$ cat config.mk
export PLATFORM = sky130hd
export DESIGN_NAME = serial_bit_sequencer
export DESIGN_NICKNAME = d
export VERILOG_FILES = /design/src/rtl/serial_adder_pkg.sv /design/src/rtl/seq_len_sat.sv /design/src/rtl/serial_bit_sequencer.sv
export SDC_FILE = /design/constraint.sdc
export NUM_CORES = 1
export LEC_CHECK = 0
export BUFFER_PORTS_ARGS = -buffer_cell sky130_fd_sc_hd__buf_2
export CORE_MARGIN = 2
export CORE_UTILIZATION = 40
export CTS_CLUSTER_SIZE = 16
export DETAILED_ROUTE_END_ITERATION = 10
export MAX_ROUTING_LAYER = met4
export SYNTH_ARGS = -nofsm -noshare
export SYNTH_HDL_FRONTEND = slang
export SYNTH_HIERARCHICAL = 1
export SYNTH_SLANG_ARGS = --single-unit
$ cat constraint.sdc
create_clock -name clk -period 5.57 [get_ports clk]
set_clock_uncertainty 0.05 [all_clocks]
set_input_delay 0.8355 -clock clk [delete_from_list [all_inputs] [get_ports clk]]
set_output_delay 0.8355 -clock clk [all_outputs]
set_load 0.02 [all_outputs]
$ cat src/rtl/serial_adder_pkg.sv
// Shared definitions for the serial bit sequencer: default word width and FSM state type.
package serial_adder_pkg;

    localparam int unsigned WIDTH_DEFAULT = 32;

    typedef enum logic [1:0] {
        StIdle = 2'd0,
        StRun  = 2'd1,
        StDone = 2'd2
    } seq_state_e;

endpackage

$ cat src/rtl/seq_len_sat.sv
// Word-length saturation: a requested length of 0 or anything above WIDTH becomes WIDTH.
module seq_len_sat
    import serial_adder_pkg::*;
#(
    parameter int unsigned WIDTH = WIDTH_DEFAULT,
    parameter int unsigned CW    = $clog2(WIDTH)
) (
    input  logic [CW:0] len,
    output logic [CW:0] len_sat
);

    localparam logic [CW:0] LenMax = (CW + 1)'(WIDTH);

    assign len_sat = ((len == '0) || (len > LenMax)) ? LenMax : len;

endmodule

$ cat src/rtl/serial_bit_sequencer.sv
// Serial bit sequencer: IDLE/RUN/DONE FSM pacing one LSB-first word of up to WIDTH bits.
// Defining SERIAL_SEQ_ABORT_EN adds the abort input and aborted pulse output.
module serial_bit_sequencer
    import serial_adder_pkg::*;
#(
    parameter int unsigned WIDTH = WIDTH_DEFAULT,
    parameter int unsigned CW    = $clog2(WIDTH)
) (
    input  logic          clk,
    input  logic          rst_n,
    input  logic          start,
    input  logic [CW:0]   len,
    input  logic          pause,
    output logic [CW-1:0] count,
    output logic          shift_en,
    output logic          last,
    output logic          busy,
    output logic          done
`ifdef SERIAL_SEQ_ABORT_EN
    ,
    input  logic          abort,
    output logic          aborted
`endif
);

    localparam logic [CW:0]   LenMax   = (CW + 1)'(WIDTH);
    localparam logic [CW:0]   LenOne   = (CW + 1)'(1);
    localparam logic [CW-1:0] CountOne = CW'(1);

    seq_state_e    state_q, state_d;
    logic [CW-1:0] count_q, count_d;
    logic [CW:0]   len_q, len_d;
    logic [CW:0]   len_sat;
    logic          abort_run;

    seq_len_sat #(
        .WIDTH (WIDTH),
        .CW    (CW)
    ) u_len_sat (
        .len     (len),
        .len_sat (len_sat)
    );

`ifdef SERIAL_SEQ_ABORT_EN
    logic aborted_q;

    // Abort only matters in RUN and overrides both pause and the final bit.
    assign abort_run = abort && (state_q == StRun);
    assign aborted   = aborted_q;

    always_ff @(posedge clk) begin
        if (!rst_n) begin
            aborted_q <= 1'b0;
        end else begin
            aborted_q <= abort_run;
        end
    end
`else
    assign abort_run = 1'b0;
`endif

    assign count    = count_q;
    assign busy     = (state_q == StRun);
    assign done     = (state_q == StDone);
    assign shift_en = busy && !pause && !abort_run;
    assign last     = shift_en && ({1'b0, count_q} == (len_q - LenOne));

    always_comb begin
        state_d = state_q;
        count_d = count_q;
        len_d   = len_q;
        case (state_q)
            StIdle, StDone: begin
                count_d = '0;
                if (start) begin
                    state_d = StRun;
                    len_d   = len_sat;
                end else begin
                    state_d = StIdle;
                end
            end
            StRun: begin
                if (abort_run) begin
                    state_d = StIdle;
                    count_d = '0;
                end else if (last) begin
                    state_d = StDone;
                end else if (shift_en) begin
                    count_d = count_q + CountOne;
                end
            end
            default: begin
                state_d = StIdle;
                count_d = '0;
            end
        endcase
    end

    always_ff @(posedge clk) begin
        if (!rst_n) begin
            state_q <= StIdle;
            count_q <= '0;
            len_q   <= LenMax;
        end else begin
            state_q <= state_d;
            count_q <= count_d;
            len_q   <= len_d;
        end
    end

endmodule
# After elaboration in Yosys (flattened, before gate mapping)

Cells that the tools add are included.
Widths: inputs -> output; s select.

Flip-flop bits (word level): 13

$add $sub $neg: 2
Magnitude comparators: 1
Equal/unequal tests: 4
Multiplexer cells: 4
Bitwise operators: 1
Reduce and logical (&&, ||, !) cells: 10

Operators with widths:

| cell                | count |
|---|---|
| $eq 5x6->1          | 1 |
| $gt 6x6->1 const B  | 1 |
| $logic_not 6->1     | 1 |
| $mux 6              | 1 |
| $reduce_and 2->1    | 3 |
| $sub 6x1->6 const B | 1 |
| $add 5x1->5 const B | 1 |
| $pmux 2 s2          | 1 |
| $eq 2x1->1 const B  | 1 |
| $eq 2x2->1 const B  | 1 |
| $logic_and 1x1->1   | 2 |
| $logic_not 2->1     | 1 |
| $mux 2              | 1 |
| $ne 2x2->1 const B  | 1 |
| $reduce_or 2->1     | 1 |
| $logic_not 1->1     | 1 |
| $logic_or 1x1->1    | 1 |
| $mux 1              | 1 |
| $not 1->1           | 1 |

# Depth between registers and ports, before layout

Depth in word-level cells: 5
Depth in mapped cells: 7
Mapped depth without buffers: 7

# Hierarchy

Netlist, hierarchy kept.

By module, submodules not included:

| module               | times used | cells each | area each (µm²) | seq. area each (µm²) |
|---|---|---|---|---|
| serial_bit_sequencer | 1          | 88         | 740.7           | 260.2 |
| seq_len_sat          | 1          | 7          | 46.3            | 0.0 |

# Worst setup path before layout

No wires, ideal clock.

Path type: register to output
From: register state_q[0]
To: output port last
Arrival time: 1,650 ps
Required time: 4,685 ps
Path slack: 3,034 ps
Cell stages (with the launch flop): 4
Buffers on the path: 0
Cells stage by stage: dfxtp_1 nor2b_1 nor2b_1 and3_4

Longest elaborated chain between the ends: 3

Ends and longest elaborated chain:

| element                | RTL line                    | source |
|---|---|---|
| start, declared        | serial_bit_sequencer.sv:30  | `seq_state_e state_q, state_d;` |
| start signal, assigned | serial_bit_sequencer.sv:101 | `state_q <= StIdle;` |
| start signal, assigned | serial_bit_sequencer.sv:105 | `state_q <= state_d;` |
| $eq 2x1->1             | serial_bit_sequencer.sv:63  | `assign busy = (state_q == StRun);` |
| via busy               | serial_bit_sequencer.sv:17  | `output logic busy,` |
| $logic_and 1x1->1      | serial_bit_sequencer.sv:65  | `assign shift_en = busy && !pause && !abort_run;` |
| via shift_en           | serial_bit_sequencer.sv:15  | `output logic shift_en,` |
| $logic_and 1x1->1      | serial_bit_sequencer.sv:66  | `assign last = shift_en && ({1'b0, count_q} == (len_q - LenOne));` |
| end, declared          | serial_bit_sequencer.sv:16  | `output logic last,` |

The timed path passes the listed nets, and every way through them passes these cells.

# Worst setup path after layout

From: register len_q[0]
To: output port last

Longest elaborated chain between the ends: 3

Ends and longest elaborated chain:

| element                | RTL line                    | source |
|---|---|---|
| start, declared        | serial_bit_sequencer.sv:32  | `logic [CW:0] len_q, len_d;` |
| start signal, assigned | serial_bit_sequencer.sv:103 | `len_q <= LenMax;` |
| start signal, assigned | serial_bit_sequencer.sv:107 | `len_q <= len_d;` |
| $sub 6x1->6            | serial_bit_sequencer.sv:66  |  |
| $eq 5x6->1             | serial_bit_sequencer.sv:66  |  |
| $logic_and 1x1->1      | serial_bit_sequencer.sv:66  |  |

No other way between the ends.

==> results by group <==
Global route
  • GRT Residual Overflow: 0
  • All-Layer GR Usage: 0.156
  • First-pass GRT wire length: about 2800 um
  • Largest net degree at the start of global routing: 11
  • Antenna violations before repair: 0
  • Vias in the first global route: approximately 640

Finish
  • Fill count: roughly 200
  • Storage cell area: about 260 um^2
  • Final net count: between 100 and 150
  • Layout area overhead: 17.8%
  • Final instance area: slightly above 900 um^2
  • # diodes: 0
  • Footprint of the multi-input gates: roughly 500 um^2
  • Share of cells above drive strength 1: 0.237

Critical path
  • Critical path type: reg -> out
  • Critical path depth in cells: 7
  • CP Buf/Inv Count: 2
  • Worst Path Max Fanout: 5
  • Top Family by Delay on Critical Path: simple AND/OR/NAND/NOR gates
  • Crit-path cells: inv_1 > ha_1 > or3b_1 > a211oi_2 > and4b_4 > and3_4 > buf_2
  • Worst Path Required: approximately 4700 ps
  • CP max stage delay: between 300 and 400 ps
  • CP Capture Type: output port
  • Slowest cell on the critical path: or3b_1
  • Critical path launch point type: flip-flop
  • Crit path DAT: about 2100 ps
  • R2R depth: 7

Clocking
  • Htree depth: 1
  • Hold-fix buffers, CTS: 0
  • Clk sinks: 13
  • Clk buf depth: 2
  • Setup Fix Bufs, Post-CTS: 0
  • CTS Buf Count: 3
  • Clock-pin slew on the worst setup and hold paths: around 90 ps
  • Root Driver: clkbuf_4
  • Post-CTS sizing: 0
  • CTS tree: done
  • Clk Latency, worst-skew pair: roughly 280 ps

STA
  • Slew @ Worst Pin: around 500 ps
  • Hold Slack: 452 ps
  • Final Hold Vio Count: 0
  • Tmin final: roughly 3000 ps
  • RSZ-0062 raised after global routing: no
  • Setup violations, final: 0
  • Final WS setup: about 2600 ps
  • Final period util: 0.541
  • Setup TNS: 0 ps
  • Fmax: around 330 MHz
  • Max_slew headroom: 0.665
  • Slew Limit Fails: 0

Synthesis
  • Yosys cell types: 29
  • Post-synth EDFFs: 0
  • #FFs+latches synth: 13
  • Syn Area/Cell: approximately 8.3 um^2
  • Yosys warnings: 6
  • Post-Syn Area: approximately 790 um^2
  • Seq/Total Area, Yosys: 0.331
  • Post-synth ARST share: 0
  • Synthesized net count: 107
  • Count leader, synth: nand2_1
  • Yosys top cell area share: 0.331
  • Most used flip-flop cell after synthesis: dfxtp_1
  • Area contributors post-synth: dfxtp_1 (33%), nand2_1 (9.5%), nor2b_1 (7.2%)
  • Cell taking the most area after synthesis: dfxtp_1
  • Commonest cells post-synth: nand2_1 (20), dfxtp_1 (13), nor2b_1 (9)
  • Cell count after synthesis: between 90 and 100

Place
  • IO Port Bufs: 18
  • Dpl hpwl: 1230 um
  • RePlAce Congestion: slightly above 0.8
  • Total placed instance area: 900 um^2
  • Pre-CTS setup slack: about 2900 ps

Die
  • Io pins: 19
  • Die height: 48.4 um
  • Total core area: between 1500 and 2000 um^2
  • Core Rows: 16
  • Horiz. Die Dim: around 48 um
  • Die area: 2340 um^2
  • Starting Density: 0.414

Hold path
  • Hold crit path type: reg -> reg
  • Hold Crit Depth: 2

Drt
  • Drc violations: 0
  • Antenna-violating nets left: 0
  • First-pass DRT Iterations: 4
  • Routed WL per cell: around 11 um
  • Vias per cell: ~5.0
  • Total wire length: approximately 1600 um
  • Via count: 700
  • Starting DRT DRC Count: 8

Power
  • Worst vdd ir: approximately 0.11 mV
  • P per Cell Area: ~210 nW/um^2
  • Leakage: approximately 0.38 nW

Run
  • Total of max-cap violations: 0

Run status
  • Outcome: completed
[cells by family (layout without fill, tap and decap cells)]
logic type	Yosys count	count (layout)	share of synthesized area
xor+xnor	6	6	0.0668
fa+ha+maj	2	2	0.0318
simple gates	46	46	0.324
flops	13	13	0.331
mux	5	5	0.0636
compound gates	16	16	0.149
buf+inv	7	26	0.0334
[final cells by class]
type                    count  area share
clock buffers               3      0.0243
clock inverters             1     0.00540
inverters                   4      0.0162
multi-input cells          75       0.540
flip-flops and latches     13       0.281
well taps                  27      0.0364
repair buffers             18      0.0972
[power by group]
group / internal [mW] / switching [mW]
Clock: 0.0266 / 0.0343
Combinational: 0.0145 / 0.0190
Sequential: 0.0962 / 0.00325
[registers in the layout, summed over array words and instances, names as in the netlist]
register  flops
len_q         6
count         5
state_q       2
[stage by stage]
step	std cells	power [mW]	utilization
global placement	137	0.134	0.473
detailed placement	137	0.135	0.473
floorplan	95	0.126	-
CTS	141	0.195	0.488
global route	141	0.205	0.488
finish	141	0.194	0.488
[worst paths after layout]
kind	startpoint	endpoint	slack, ps
setup / recovery	len_q[0]	last	2560
hold / removal	len_q[1]	len_q[1]	450
setup reg to reg	len_q[0]	state_q[0]	3630
hold reg to reg	len_q[1]	len_q[1]	450
[cell usage in the layout, fill, tap and decap left out, drive strengths merged, types with 2 or more instances in the layout]
master / instances
a21boi: 6
a21oi: 4
and2: 2
buf: 18
clkbuf: 3
dfxtp: 13
ha: 2
inv: 4
mux2i: 5
nand2: 20
nand2b: 5
nand4: 2
nor2b: 9
o211ai: 2
xnor2: 3
xor2: 3
[layer usage]
| metal | global-route usage | part of all wire |
|---|---|---|
| met1 | 0.194 | 0.48 |
| met5 | - | 0 |
| met2 | 0.262 | 0.47 |
| met4 | 0.0571 | 0.0057 |
| met3 | 0.0185 | 0.042 |
[worst min-delay path: stages (launching register included)]
cell and delay (ps):
dfxtp_1 340, nand2_1 60, a21boi_0 60
Note: power is estimated with default switching activity, not from simulation.
